[config.mk]
export PLATFORM = sky130hd
export DESIGN_NAME = hni_rxchan_lcrd
export DESIGN_NICKNAME = d
export VERILOG_FILES = /design/src/rtl/hni_rxchan_lcrd_pkg.sv /design/src/rtl/hni_rxchan_lcrd_sync_fifo.sv /design/src/rtl/hni_rxchan_lcrd.sv
export SDC_FILE = /design/constraint.sdc
export NUM_CORES = 1
export LEC_CHECK = 0
export CAP_MARGIN = 20
export CORE_MARGIN = 2
export CORE_UTILIZATION = 35
export CTS_BUF_LIST = sky130_fd_sc_hd__clkbuf_4
export CTS_CLUSTER_DIAMETER = 200
export DETAILED_ROUTE_END_ITERATION = 8
export PLACE_DENSITY = 0.52
export SLEW_MARGIN = 20
export SYNTH_ARGS = -nofsm -noshare
export SYNTH_HDL_FRONTEND = slang
export SYNTH_SLANG_ARGS = --single-unit
[constraint.sdc]
create_clock -name clk -period 6.6 [get_ports clk]
set_input_delay 1.98 -clock clk [delete_from_list [all_inputs] [get_ports clk]]
set_output_delay 1.98 -clock clk [all_outputs]
set_load 0.02 [all_outputs]
[src/rtl/hni_rxchan_lcrd_pkg.sv]
// ---------------------------------------------------------------------------
// hni_rxchan_lcrd_pkg
// Shared definitions for the HNI receive-channel link-layer endpoint:
//   - link_state_e : link state encodings (STOP / RUN / DRAIN)
//   - CHIE_RSP_FLIT_W : default flit width (CHI-E RSP channel)
//   - LCRD_MAX_CHI : most L-credits a CHI transmitter may hold
//   - LCRDRET_OPC_DEF : opcode value of an LCrdReturn flit
//   - CRD_CNT_W : width of the credit counter
// ---------------------------------------------------------------------------
`ifndef CHIE_RSP_FLIT_WIDTH
`define CHIE_RSP_FLIT_WIDTH 65
`endif

package hni_rxchan_lcrd_pkg;

  typedef enum logic [1:0] {
    LINK_STOP  = 2'b00,
    LINK_RUN   = 2'b01,
    LINK_DRAIN = 2'b10
  } link_state_e;

  localparam int CHIE_RSP_FLIT_W = `CHIE_RSP_FLIT_WIDTH;
  localparam int LCRD_MAX_CHI    = 15;
  localparam int LCRDRET_OPC_DEF = 0;
  localparam int CRD_CNT_W       = 4;

endpackage

[src/rtl/hni_rxchan_lcrd_sync_fifo.sv]
// ---------------------------------------------------------------------------
// hni_rxchan_lcrd_sync_fifo
// Single-clock FIFO with occupancy count; reusable for TX channels.
// Writes are ignored when full, reads are ignored when empty.
// The head entry is presented combinationally on rd_data.
//
// Ports:
//   clk      in   clock
//   rst      in   asynchronous active-low reset (pointers and count to 0)
//   wr_en    in   push wr_data at the tail
//   wr_data  in   WIDTH-bit entry to push
//   rd_en    in   pop the head entry
//   rd_data  out  head entry (stale data when empty)
//   count    out  number of entries held
//   full     out  count == DEPTH
//   empty    out  count == 0
// ---------------------------------------------------------------------------
module hni_rxchan_lcrd_sync_fifo #(
  parameter int WIDTH = 8,
  parameter int DEPTH = 4,
  localparam int PTR_W = $clog2(DEPTH),
  localparam int CNT_W = PTR_W + 1
) (
  input  logic             clk,
  input  logic             rst,
  input  logic             wr_en,
  input  logic [WIDTH-1:0] wr_data,
  input  logic             rd_en,
  output logic [WIDTH-1:0] rd_data,
  output logic [CNT_W-1:0] count,
  output logic             full,
  output logic             empty
);

  logic [WIDTH-1:0] mem [DEPTH];
  logic [PTR_W-1:0] wr_ptr;
  logic [PTR_W-1:0] rd_ptr;
  logic [CNT_W-1:0] cnt;
  logic             do_wr;
  logic             do_rd;

  assign full    = (cnt == CNT_W'(DEPTH));
  assign empty   = (cnt == '0);
  assign do_wr   = wr_en && !full;
  assign do_rd   = rd_en && !empty;
  assign rd_data = mem[rd_ptr];
  assign count   = cnt;

  // Pointers are exactly log2(DEPTH) bits wide, so they wrap modulo DEPTH
  // without any compare logic.
  always_ff @(posedge clk or negedge rst) begin
    if (!rst) begin
      wr_ptr <= '0;
      rd_ptr <= '0;
      cnt    <= '0;
    end else begin
      if (do_wr) wr_ptr <= wr_ptr + PTR_W'(1);
      if (do_rd) rd_ptr <= rd_ptr + PTR_W'(1);
      case ({do_wr, do_rd})
        2'b10:   cnt <= cnt + CNT_W'(1);
        2'b01:   cnt <= cnt - CNT_W'(1);
        default: cnt <= cnt;
      endcase
    end
  end

  // Storage is not reset; the count alone decides which entries are valid.
  always_ff @(posedge clk) begin
    if (do_wr) mem[wr_ptr] <= wr_data;
  end

endmodule

[src/rtl/hni_rxchan_lcrd.sv]
// ---------------------------------------------------------------------------
// hni_rxchan_lcrd
// CHI-E receive-channel link-layer endpoint for HNI (one per REQ/RSP/DAT).
// Grants L-credits up to the buffer capacity, buffers received flits,
// recycles credits as the consumer drains the buffer, absorbs LCrdReturn
// flits, runs the STOP/RUN/DRAIN link state machine and flags protocol
// errors (flit without credit, overflow).
//
// Optional build macro:
//   HNI_RXCHAN_BYPASS_EN - when defined, a flit arriving at an empty buffer
//   while the consumer is ready is presented combinationally on out_flit in
//   the same cycle and never written into the FIFO.
//
// Ports:
//   clk             in   clock
//   rst             in   asynchronous active-low reset
//   link_act_req    in   level request to bring the link up
//   link_deact_req  in   level request to take the link down (drain)
//   link_state      out  00 STOP, 01 RUN, 10 DRAIN
//   rxflitv         in   flit valid from the link
//   rxflit          in   flit payload
//   rxlcrdv         out  credit grant to the transmitter (registered)
//   out_valid       out  a flit is available to the consumer
//   out_flit        out  head flit, zero when out_valid is low
//   out_ready       in   consumer accepts the head flit
//   crd_cnt         out  credits currently held by the transmitter
//   fifo_cnt        out  flits buffered
//   proto_err       out  sticky protocol-error flag
// ---------------------------------------------------------------------------
module hni_rxchan_lcrd
  import hni_rxchan_lcrd_pkg::*;
#(
  parameter int FLIT_WIDTH  = CHIE_RSP_FLIT_W,
  parameter int DEPTH       = 4,
  parameter int LCRD_MAX    = LCRD_MAX_CHI,
  parameter int OPC_LSB     = 14,
  parameter int OPC_WIDTH   = 5,
  parameter int LCRDRET_OPC = LCRDRET_OPC_DEF,
  localparam int CNT_W      = $clog2(DEPTH) + 1
) (
  input  logic                  clk,
  input  logic                  rst,
  input  logic                  link_act_req,
  input  logic                  link_deact_req,
  output logic [1:0]            link_state,
  input  logic                  rxflitv,
  input  logic [FLIT_WIDTH-1:0] rxflit,
  output logic                  rxlcrdv,
  output logic                  out_valid,
  output logic [FLIT_WIDTH-1:0] out_flit,
  input  logic                  out_ready,
  output logic [CRD_CNT_W-1:0]  crd_cnt,
  output logic [CNT_W-1:0]      fifo_cnt,
  output logic                  proto_err
);

  link_state_e           state_q;
  link_state_e           state_d;
  logic                  rxlcrdv_q;
  logic [CRD_CNT_W-1:0]  crd_cnt_q;
  logic                  proto_err_q;

  logic                  fifo_full;
  logic                  fifo_empty;
  logic                  fifo_wr;
  logic                  fifo_rd;
  logic [FLIT_WIDTH-1:0] fifo_head;
  logic [CNT_W-1:0]      fifo_count;

  logic                  is_lcrdret;
  logic                  flit_accept;
  logic                  data_flit;
  logic                  bypass;
  logic                  issue;
  logic                  err_event;

  assign is_lcrdret  = (rxflit[OPC_LSB +: OPC_WIDTH] == OPC_WIDTH'(LCRDRET_OPC));
  // A flit is only legal while the transmitter actually holds a credit.
  assign flit_accept = rxflitv && (crd_cnt_q != '0);
  assign data_flit   = flit_accept && !is_lcrdret;

`ifdef HNI_RXCHAN_BYPASS_EN
  assign bypass = data_flit && fifo_empty && out_ready;
`else
  assign bypass = 1'b0;
`endif

  assign fifo_wr = data_flit && !bypass && !fifo_full;
  assign fifo_rd = !fifo_empty && out_ready;

  // The grant still in the rxlcrdv register is counted so the same free
  // slot is never promised twice; crd_cnt only absorbs it on the next edge.
  assign issue = (state_q == LINK_RUN) &&
                 ((int'(crd_cnt_q) + int'(fifo_count) + int'(rxlcrdv_q)) < DEPTH) &&
                 (int'(crd_cnt_q) < LCRD_MAX);

  assign err_event = (rxflitv && (crd_cnt_q == '0)) ||
                     (data_flit && !bypass && fifo_full);

  hni_rxchan_lcrd_sync_fifo #(
    .WIDTH (FLIT_WIDTH),
    .DEPTH (DEPTH)
  ) u_fifo (
    .clk     (clk),
    .rst     (rst),
    .wr_en   (fifo_wr),
    .wr_data (rxflit),
    .rd_en   (fifo_rd),
    .rd_data (fifo_head),
    .count   (fifo_count),
    .full    (fifo_full),
    .empty   (fifo_empty)
  );

  // Consumer view: buffered head first, otherwise the bypassed flit;
  // the data lines are forced to zero whenever nothing is offered.
  always_comb begin
    out_valid = 1'b0;
    out_flit  = '0;
    if (!fifo_empty) begin
      out_valid = 1'b1;
      out_flit  = fifo_head;
    end else if (bypass) begin
      out_valid = 1'b1;
      out_flit  = rxflit;
    end
  end

  // Link state machine. DRAIN only exits to STOP once every outstanding
  // credit has come back and no grant is still on the wire.
  always_comb begin
    state_d = state_q;
    case (state_q)
      LINK_STOP:  if (link_act_req && !link_deact_req) state_d = LINK_RUN;
      LINK_RUN:   if (link_deact_req) state_d = LINK_DRAIN;
      LINK_DRAIN: if ((crd_cnt_q == '0) && !rxlcrdv_q) state_d = LINK_STOP;
      default:    state_d = LINK_STOP;
    endcase
  end

  // Credit bookkeeping: a grant on rxlcrdv and an arriving flit cancel out.
  always_ff @(posedge clk or negedge rst) begin
    if (!rst) begin
      state_q     <= LINK_STOP;
      rxlcrdv_q   <= 1'b0;
      crd_cnt_q   <= '0;
      proto_err_q <= 1'b0;
    end else begin
      state_q   <= state_d;
      rxlcrdv_q <= issue;
      case ({rxlcrdv_q, flit_accept})
        2'b10:   crd_cnt_q <= crd_cnt_q + CRD_CNT_W'(1);
        2'b01:   crd_cnt_q <= crd_cnt_q - CRD_CNT_W'(1);
        default: crd_cnt_q <= crd_cnt_q;
      endcase
      if (err_event) proto_err_q <= 1'b1;
    end
  end

  assign link_state = state_q;
  assign rxlcrdv    = rxlcrdv_q;
  assign crd_cnt    = crd_cnt_q;
  assign fifo_cnt   = fifo_count;
  assign proto_err  = proto_err_q;

endmodule

==> flow_metrics.env <==
export IMPL_power_frac_comb_pct=38.3
export IMPL_dpl_hpwl_um=12100
export IMPL_place_port_buffers=147
export IMPL_drive_gt1_share_pct=26.5
export IMPL_cts_inserted_buffers=75
export IMPL_die_w_um=180
export IMPL_synth_edf_count=260
export IMPL_reg2reg_depth=9
export IMPL_ys_top_cells_by_area="edfxtp_1 (72%), mux4_2 (14%), and2_1 (4.2%)"
export IMPL_p_leak_uw=0.00461
export IMPL_nNetsFinal=794
export IMPL_powerDensity_mw_per_mm2=485
export IMPL_netlist_area_mm2=0.0108
export IMPL_hold_class="reg2reg"
export IMPL_io_pin_count=148
export IMPL_setup_viol=0
export IMPL_drv_cap=0
export IMPL_yosys_top_cells_count="edfxtp_1 (260), and2_1 (72), mux4_2 (65), dfrtp_1 (15)"
export IMPL_synth_cells=506
export IMPL_ctsHoldBuffers=0
export IMPL_slew_headroom_pct=27.9
export IMPL_vdd_ir_drop_max_mv=0.171
export IMPL_gp_congestion=0.690
export IMPL_synth_fp_nets=589
export IMPL_postCtsSetupBuffers=0
export IMPL_vias=5459
export IMPL_outcome="finished clean"
export IMPL_regArea_mm2=0.00819
export IMPL_first_pass_iters=4
export IMPL_crit_chain="buf_12 > mux4_2 > and2_1 > clkdlybuf4s50_1"
export IMPL_cp_end_kind="output port"
export IMPL_yosys_warnings=0
export IMPL_seqPwrFrac_pct=38.9
export IMPL_async_flop_share_pct=5.45
export IMPL_cpPeakStageDelay_ns=0.83
export IMPL_post_route_period_util_pct=78.0
export IMPL_htreeDepth=3
export IMPL_cts_root_buf="clkbuf_4"
export IMPL_worstPathArrival_ns=3.17
export IMPL_start_util_pct=35.4
export IMPL_required_ns=4.62
export IMPL_die_h_um=180
export IMPL_num_rows=64
export IMPL_grt_pass1_vias=6327
export IMPL_routed_via_density=4.71
export IMPL_synth_seq_cells=275
export IMPL_holdWs_ns=0.501
export IMPL_wirelength_um=22200
export IMPL_dieArea_mm2=0.0323
export IMPL_path_class="reg2out"
export IMPL_drcViolationCount=0
export IMPL_cts_sinks=275
export IMPL_area_growth_pct=27.0
export IMPL_final_setup_tns_ns=0
export IMPL_yosysSeqAreaShare_pct=75.7
export IMPL_path_max_fanout=39
export IMPL_slowest_stage="dfrtp_4"
export IMPL_synth_cell_types=38
export IMPL_multiInputGateArea_mm2=0.00242
export IMPL_switching_share_pct=32.2
export IMPL_track_usage_pct=14.0
export IMPL_wl_per_cell_um=19.1
export IMPL_finalCriticalPeriod_ns=5.15
export IMPL_start_kind="register"
export IMPL_antenna_found_initial=3
export IMPL_ant_nets=0
export IMPL_overflow=0
export IMPL_power_frac_clock_pct=22.8
export IMPL_syn_avg_cell_area_um2=21.4
export IMPL_timing_fmax_mhz=194
export IMPL_synth_most_common_cell="edfxtp_1"
export IMPL_insertion_delay_ns=0.64
export IMPL_hold_depth=2
export IMPL_skew_ns=0.0461
export IMPL_p_sw_uw=2140
export IMPL_power_internal_uw=4510
export IMPL_grt_first_pass_wirelength_um=34700
export IMPL_fillCellCount=2673
export IMPL_rsz0062_at_grt="false"
export IMPL_cts_clk_slew_worst_paths_ns=0.06
export IMPL_grt_max_degree=67
export IMPL_clock_path_buffers=3
export IMPL_slew_violations=0
export IMPL_cts_resized=0
export IMPL_finalWorstSetupSlack_ns=1.45
export IMPL_dp_slack_ns=1.93
export IMPL_worstMarginPinSlew_ns=1.08
export IMPL_synth_top_area_share_pct=72.2
export IMPL_hold_viol=0
export IMPL_core_area_mm2=0.0305
export IMPL_cts_tree="yes"
export IMPL_drtIter0Drc=287
export IMPL_final_core_util_pct=45.0
export IMPL_synth_top_area_cell="edfxtp_1"
export IMPL_synth_top_flop_cell="edfxtp_1"
==> layout make-up <==
cell class	instances	share of cell area (%)
flip-flops and latches	275	59.7
inverters	9	0.246
well taps	396	3.61
diodes	3	0.0547
multi-input cells	197	17.7
clock buffers	116	6.34
clock inverters	11	0.720
repair buffers	153	11.7
==> metrics by stage <==
stage	total power, uW	cell area [um2]	cells
after floorplan	4130	10800	506
after global placement	5170	12600	1026
after detailed placement	5210	12600	1026
after CTS	6770	13600	1153
after global routing	7060	13700	1159
final	6650	13700	1160
==> flip-flops by register name, summed over array words and instances (netlist names) <==
| name | cells |
|---|---|
| u_fifo.mem | 260 |
| crd_cnt | 4 |
| u_fifo.count | 3 |
| link_state | 2 |
| u_fifo.rd_ptr | 2 |
| u_fifo.wr_ptr | 2 |
| proto_err | 1 |
| rxlcrdv | 1 |
==> power by group through the flow <==
stage,sequential (uW),combinational [uW],clock [uW]
final,2590,2550,1510
after global routing,2640,2740,1680
after CTS,2610,2570,1590
after detailed placement,2650,2560,0
after global placement,2630,2540,0
after floorplan,2480,1650,0
==> worst max-delay path: cells and delay by family, from the launching register on <==
| family | cells | cell delay (ns) |
|---|---|---|
| buffers and inverters | 2 | 0.92 |
| flip-flops | 1 | 0.83 |
| multiplexers | 1 | 0.57 |
| AND/OR/NAND/NOR | 1 | 0.17 |
==> metal layers <==
| metal | wire [um] | global-route usage, % | vias up |
|---|---|---|---|
| met1 | 9590 | 17.9 | 2737 |
| met2 | 10700 | 22.6 | 190 |
| met3 | 1540 | 4.50 | 41 |
| li1 | - | - | 2489 |
| met5 | 15 | 0 | - |
| met4 | 384 | 5.07 | 2 |
==> cells by family after synthesis <==
kind of cell | after synthesis | synth area share, %
compound gates | 16 | 1.12
xor+xnor | 9 | 0.729
fa+ha+maj | 12 | 1.46
buf+inv | 34 | 2.00
flops | 275 | 75.7
mux | 68 | 13.8
simple gates | 92 | 5.16
==> cell usage in the layout, fill, tap and decap left out, types with 5 or more instances in the layout <==
cell type	instances
ha_1	11
a21oi_1	5
clkdlybuf4s50_1	147
clkbuf_4	116
dfrtp_1	13
mux4_2	65
inv_1	9
xnor2_1	5
clkinv_1	7
and2_1	68
edfxtp_1	260
nor2_1	5
==> worst paths after layout <==
path | end | slack, ns | startpoint
min in group asynchronous | crd_cnt[3]$_DFFE_PN0P_ | 1.79 | rst
worst min-delay path | proto_err$_DFFE_PN0P_ | 0.50 | proto_err$_DFFE_PN0P_
worst max-delay path | out_flit[49] | 1.45 | u_fifo.rd_ptr[0]$_DFFE_PN0P_
worst min register to register | proto_err$_DFFE_PN0P_ | 0.50 | proto_err$_DFFE_PN0P_
max in group asynchronous | u_fifo.rd_ptr[1]$_DFFE_PN0P_ | 4.23 | rst
worst max register to register | u_fifo.count[2]$_DFFE_PN0P_ | 3.61 | u_fifo.count[1]$_DFFE_PN0P_
Power figures use the tool's default switching activity.
